===== src/rtl/cp0_irq_ctrl.sv =====
// cp0_irq_ctrl: CP0 register file with a multi-line, priority-encoded interrupt
// controller for the 5-stage MIPS core.
//   clk, rst           clock, synchronous active-high reset
//   oper               00 none, 01 MFC0, 10 MTC0, 11 ERET
//   addr_r / data_r    MFC0 address / combinational read data
//   addr_w / data_w    MTC0 address / write data
//   ir_en              pipeline can accept a fetch redirect this cycle
//   ir_in              level interrupt lines, line 0 highest priority
//   ret_addr           PC saved to EPC when an interrupt is taken
//   jump_en/jump_addr  combinational fetch redirect (take or ERET)
//   in_handler         handler state active
module cp0_irq_ctrl #(
    parameter int unsigned NUM_IRQ    = 4,
    parameter int unsigned VECTORED   = 1,
    parameter int unsigned VEC_STRIDE = 32
) (
    input  logic                 clk,
    input  logic                 rst,
    input  logic [1:0]           oper,
    input  logic [4:0]           addr_r,
    output logic [31:0]          data_r,
    input  logic [4:0]           addr_w,
    input  logic [31:0]          data_w,
    input  logic                 ir_en,
    input  logic [NUM_IRQ-1:0]   ir_in,
    input  logic [31:0]          ret_addr,
    output logic                 jump_en,
    output logic [31:0]          jump_addr,
    output logic                 in_handler
);

    localparam int unsigned IDX_W      = (NUM_IRQ > 1) ? $clog2(NUM_IRQ) : 1;
    localparam logic [31:0] STRIDE_W   = 32'(VEC_STRIDE);
    localparam logic [1:0]  OP_MFC0    = 2'b01;
    localparam logic [1:0]  OP_MTC0    = 2'b10;
    localparam logic [1:0]  OP_ERET    = 2'b11;
    localparam logic [4:0]  REG_STATUS = 5'd0;
    localparam logic [4:0]  REG_CAUSE  = 5'd1;
    localparam logic [4:0]  REG_EPC    = 5'd2;
    localparam logic [4:0]  REG_EHBR   = 5'd3;

    typedef enum logic {S_IDLE, S_HANDLER} state_t;

    state_t               state_q, state_d;
    logic                 ie_q, ie_d;
    logic                 pie_q, pie_d;
    logic [NUM_IRQ-1:0]   im_q, im_d;
    logic [NUM_IRQ-1:0]   pend_q, pend_d;
    logic [4:0]           code_q, code_d;
    logic [31:0]          epc_q, epc_d;
    logic [31:0]          ehbr_q, ehbr_d;

    logic [NUM_IRQ-1:0]   req;
    logic [IDX_W-1:0]     idx;
    logic                 take;
    logic                 eret;
    logic                 mtc0_ok;
    logic [31:0]          vec_addr;
    logic [NUM_IRQ-1:0]   take_mask;
    logic [NUM_IRQ-1:0]   w1c_mask;
    logic [31:0]          status_word;
    logic [31:0]          cause_word;
    logic                 unused_c;

    // data_w bits above the implemented fields have no register behind them
    assign unused_c = ^data_w;

    assign req = pend_q & im_q;

    // Lowest set index wins; scanning downward lets the last hit be the lowest
    always_comb begin
        idx = '0;
        for (int i = int'(NUM_IRQ) - 1; i >= 0; i--) begin
            if (req[i]) begin
                idx = IDX_W'(i);
            end
        end
    end

    // A take pre-empts any ERET/MTC0 issued in the same cycle
    assign take    = !rst && (state_q == S_IDLE) && ie_q && ir_en && (|req);
    assign eret    = !rst && (oper == OP_ERET) && !take;
    assign mtc0_ok = (oper == OP_MTC0) && !take;

    assign vec_addr  = (VECTORED != 0) ? (ehbr_q + (32'(idx) * STRIDE_W)) : ehbr_q;
    assign take_mask = take ? (NUM_IRQ'(1) << idx) : '0;
    assign w1c_mask  = (mtc0_ok && (addr_w == REG_CAUSE)) ? data_w[NUM_IRQ+7:8] : '0;

    // Sticky pending: a line high this cycle overrides both W1C and take-clear
    assign pend_d = (pend_q & ~w1c_mask & ~take_mask) | ir_in;

    // Register next-state
    always_comb begin
        ie_d   = ie_q;
        pie_d  = pie_q;
        im_d   = im_q;
        code_d = code_q;
        epc_d  = epc_q;
        ehbr_d = ehbr_q;
        if (take) begin
            epc_d  = ret_addr;
            code_d = 5'(idx);
            pie_d  = ie_q;
            ie_d   = 1'b0;
        end else if (eret) begin
            ie_d = pie_q;
        end else if (mtc0_ok) begin
            case (addr_w)
                REG_STATUS: begin
                    ie_d  = data_w[0];
                    pie_d = data_w[1];
                    im_d  = data_w[NUM_IRQ+7:8];
                end
                REG_EPC:  epc_d  = data_w;
                REG_EHBR: ehbr_d = data_w;
                default: ;
            endcase
        end
    end

    // CP0 register bank
    always_ff @(posedge clk) begin
        if (rst) begin
            ie_q   <= 1'b0;
            pie_q  <= 1'b0;
            im_q   <= '0;
            pend_q <= '0;
            code_q <= '0;
            epc_q  <= '0;
            ehbr_q <= '0;
        end else begin
            ie_q   <= ie_d;
            pie_q  <= pie_d;
            im_q   <= im_d;
            pend_q <= pend_d;
            code_q <= code_d;
            epc_q  <= epc_d;
            ehbr_q <= ehbr_d;
        end
    end

    // Handler FSM: state register
    always_ff @(posedge clk) begin
        if (rst) begin
            state_q <= S_IDLE;
        end else begin
            state_q <= state_d;
        end
    end

    // Handler FSM: next state
    always_comb begin
        state_d = state_q;
        case (state_q)
            S_IDLE:    if (take) state_d = S_HANDLER;
            S_HANDLER: if (eret) state_d = S_IDLE;
            default:   state_d = S_IDLE;
        endcase
    end

    // Handler FSM: outputs
    always_comb begin
        jump_en    = take || eret;
        jump_addr  = '0;
        in_handler = (state_q == S_HANDLER);
        if (take) begin
            jump_addr = vec_addr;
        end else if (eret) begin
            jump_addr = epc_q;
        end
    end

    // MFC0 read mux
    always_comb begin
        status_word                = '0;
        status_word[0]             = ie_q;
        status_word[1]             = pie_q;
        status_word[NUM_IRQ+7:8]   = im_q;
        cause_word                 = '0;
        cause_word[4:0]            = code_q;
        cause_word[NUM_IRQ+7:8]    = pend_q;
        data_r = '0;
        if (oper == OP_MFC0) begin
            case (addr_r)
                REG_STATUS: data_r = status_word;
                REG_CAUSE:  data_r = cause_word;
                REG_EPC:    data_r = epc_q;
                REG_EHBR:   data_r = ehbr_q;
                default:    data_r = '0;
            endcase
        end
    end

endmodule


===== config.mk =====
export PLATFORM = sky130hd
export DESIGN_NAME = cp0_irq_ctrl
export DESIGN_NICKNAME = d
export VERILOG_FILES = /design/src/rtl/cp0_irq_ctrl.sv
export SDC_FILE = /design/constraint.sdc
export NUM_CORES = 1
export LEC_CHECK = 0
export ABC_AREA = 1
export CAP_MARGIN = 10
export CORE_MARGIN = 10
export CORE_UTILIZATION = 30
export CTS_CLUSTER_SIZE = 28
export DETAILED_ROUTE_END_ITERATION = 6
export SYNTH_ARGS = -nofsm -noshare
export SYNTH_HDL_FRONTEND = slang
export SYNTH_SLANG_ARGS = --single-unit
export TNS_END_PERCENT = 20

===== constraint.sdc =====
create_clock -name clk -period 2.5 [get_ports clk]
set_input_delay 0.5 -clock clk [delete_from_list [all_inputs] [get_ports clk]]
set_output_delay 0.5 -clock clk [all_outputs]
set_load 0.05 [all_outputs]

==> flow_metrics.env <==
export IMPL_status="complete, but fails checks"
export IMPL_violations="negative setup slack"
export IMPL_clkPwrFrac_pct=44.2
export IMPL_p_seq_share_pct=44.7
export IMPL_syn_inst=941
export IMPL_leakage_nw=3.746
export IMPL_viasPerCell=4.605
export IMPL_fill_cells=1723
export IMPL_start_util_pct=30.69
export IMPL_numClockSinks=77
export IMPL_async_flop_share_pct=0
export IMPL_clkSlewWorstSetupHoldPaths_ns=0.06
export IMPL_gp_congestion=0.9025
export IMPL_slew_viol_final=0
export IMPL_synthDistinctLibCells=35
export IMPL_synth_top_area_cell="dfxtp_1"
export IMPL_cts_tree="built"
export IMPL_drive_gt1_share_pct=23.78
export IMPL_avgSynthCellArea_um2=5.642
export IMPL_critical_path_class="reg2out"
export IMPL_first_global_vias=6238
export IMPL_synth_edff_count=0
export IMPL_gr_usage_all_layers_pct=17.14
export IMPL_ctsRootBufferMaster="clkbuf_16"
export IMPL_placementRows=48
export IMPL_synthFlopType="dfxtp_1"
export IMPL_maxCapViolations=0
export IMPL_relSlewSlack_pct=63.97
export IMPL_synth_top_cell_area_share_pct=29.04
export IMPL_nNetsFinal=1212
export IMPL_antenna_found_initial=0
export IMPL_syn_nets=1027
export IMPL_fmax_mhz=345.2
export IMPL_drc=0
export IMPL_antenna_left=0
export IMPL_cts_buffer_depth=2
export IMPL_vdd_drop_max_mv=0.2733
export IMPL_wl_per_cell_um=15.14
export IMPL_ys_warn_count=0
export IMPL_grt_overflow_total=0
export IMPL_netSwitchingFraction_pct=23.79
export IMPL_finalCritPeriodShare_pct=115.9
export IMPL_dp_final_hpwl_um=15400
export IMPL_synthTopCellsByArea="dfxtp_1 29%, nand2_1 27%, nor2_1 11%, inv_1 8.8%, o22ai_1 6.0%"
export IMPL_path_max_fanout=5
export IMPL_dr_total_vias=6245
export IMPL_areaGrowthSynthToFinish_pct=67.64
export IMPL_syn_area_mm2=0.005309
export IMPL_grt_first_pass_wirelength_um=32960
export IMPL_first_iter_violations=389
export IMPL_grt_max_degree=37
export IMPL_htree_levels=3
export IMPL_design_area_mm2=0.008900
export IMPL_timing_hold_ws_ns=0.4709
export IMPL_hold_viol_final=0
export IMPL_finalPower_mw=2.798
export IMPL_internal_power_mw=2.132
export IMPL_hold_class="reg2reg"
export IMPL_clkLatencyLatePin_ns=0.34
export IMPL_combPwrFrac_pct=11.1
export IMPL_io_buffers=148
export IMPL_diodes=0
export IMPL_firstDrtPassIters=5
export IMPL_startpoint_type="register"
export IMPL_critPathArrivalTime_ns=2.40
export IMPL_place_area_mm2=0.008069
export IMPL_power_switching_uw=665.8
export IMPL_die_height_um=153.0
export IMPL_setup_slack_ns=-0.3971
export IMPL_rsz0062_at_grt="yes"
export IMPL_numCtsBuffers=9
export IMPL_die_w_um=153.0
export IMPL_worstMarginPinSlew_ns=0.5404
export IMPL_pin_count=149
export IMPL_coreArea_mm2=0.01730
export IMPL_period_minus_slack_ns=2.897
export IMPL_setup_viol=33
export IMPL_fin_skew_ns=0.004764
export IMPL_dp_cells=1333
export IMPL_seq_area_frac_synth_pct=29.04
export IMPL_wirelength_um=20520
export IMPL_dieArea_mm2=0.02342
export IMPL_crit_required_ns=2.00
export IMPL_instances_no_fill=1356
export IMPL_ys_ff_latch=77
export IMPL_critPathCaptureType="primary output"
export IMPL_power_density_mw_per_mm2=314.4
-- synth_stat cells, types with 3 or more instances --
library cell / instances
nor2_2: 3
buf_1: 8
nand2_1: 376
clkbuf_1: 7
dfxtp_1: 77
buf_4: 8
a21oi_1: 14
o21ai_1: 16
inv_2: 5
buf_2: 7
buf_6: 7
nand2_2: 6
o22ai_1: 51
nand3_1: 34
nor2_1: 151
nor2_4: 4
o21ai_0: 20
inv_1: 124
-- final timing paths --
check | startpoint | to | slack, ns | cells after the start
max | im_q[2] | jump_addr[23] | -0.40 | 14
min | code_q[0] | code_q[0] | 0.47 | 2
max reg2reg | pend_q[3] | epc_q[11] | 0.54 | 13
min reg2reg | code_q[0] | code_q[0] | 0.47 | 2
-- repair_timing --
item / 4_1_cts / 5_1_grt
endpoints found under the setup margin: 64 / 64
resized for setup: 102 / 43
setup buffers: 6 / 2
pin swaps: 15 / 16
hold buffers: 0 / 0
-- layer usage --
metal  up-vias  track usage (%)  part of all wire [%]
met5         -                0                     0
met4         0            3.906                   1.0
met3        18            4.237                   5.3
met2       148            28.36                    47
met1      2814            21.82                    47
li1       3265                -                     -
-- sequential cells by signal, summed over array words and instances, names as in the netlist --
signal	count
ehbr_q	32
code_q	2
im_q	4
epc_q	32
in_handler	1
ie_q	1
pend_q	4
pie_q	1
-- power groups by stage --
stage	Combinational (mW)	Clock [mW]	Sequential, mW
CTS	0.305	1.26	1.25
global route	0.334	1.31	1.25
global placement	0.294	0	1.28
finish	0.310	1.24	1.25
floorplan	0.0893	0	1.27
detailed placement	0.293	0	1.28
-- cells by family after synthesis --
kind of cell	count (synthesis)	synth area share, %
buf+inv	170	14.00
compound gates	105	11.29
xor+xnor	1	0.1650
fa+ha+maj	3	0.8484
flops	77	29.04
simple gates	585	44.66
-- final cells by class --
cell class              count  area (µm²)  share of cell area [%]
clock inverters             1       5.005                 0.05624
multi-input cells         694        3503                   39.36
clock buffers              15       267.8                   3.009
flip-flops and latches     77        1550                   17.42
inverters                 132       503.0                   5.652
well taps                 225       281.5                   3.163
repair buffers            212        2789                   31.34
-- worst max-delay path, cell delays in order, from the launching register on --
cell     delay [ns]
dfxtp_2        0.32
nand2_2        0.07
nand3_2        0.09
a21oi_4        0.17
ha_4           0.16
fa_2           0.23
nand3_4        0.09
nor2_4         0.16
nand2_4        0.10
nor2_4         0.18
nand2_1        0.07
nand2_1        0.08
nand3_2        0.09
o21ai_4        0.08
buf_12         0.15
-- stage by stage --
| step | worst slack, ns | util [%] | setup TNS [ns] |
|---|---|---|---|
| 4_1_cts | -0.4827 | 50.36 | -8.730 |
| 5_1_grt | -0.5156 | 51.45 | -12.93 |
| 6_report | -0.3971 | 51.45 | -6.554 |
| 2_1_floorplan | -0.1941 | - | -2.189 |
| 3_3_place_gp | -0.2181 | 46.65 | -7.772 |
| 3_5_place_dp | -0.2302 | 46.65 | -9.161 |
-- layout by cell type (no fill, tap or decap), drive strengths merged --
cell type | Yosys | final
dlymetal6s2s | 0 | 1
o22ai | 51 | 51
nor3 | 3 | 3
clkinv | 2 | 3
xnor2 | 1 | 1
a31oi | 1 | 1
clkbuf | 7 | 17
dfxtp | 77 | 77
fa | 1 | 1
nor2 | 158 | 158
o211ai | 2 | 2
inv | 130 | 130
buf | 31 | 127
nand3 | 37 | 37
ha | 2 | 2
nand4 | 2 | 2
a21oi | 15 | 15
o21ai | 36 | 36
clkdlybuf4s50 | 0 | 82
nand2 | 384 | 384
and3 | 1 | 1
Power figures use the tool's default switching activity.
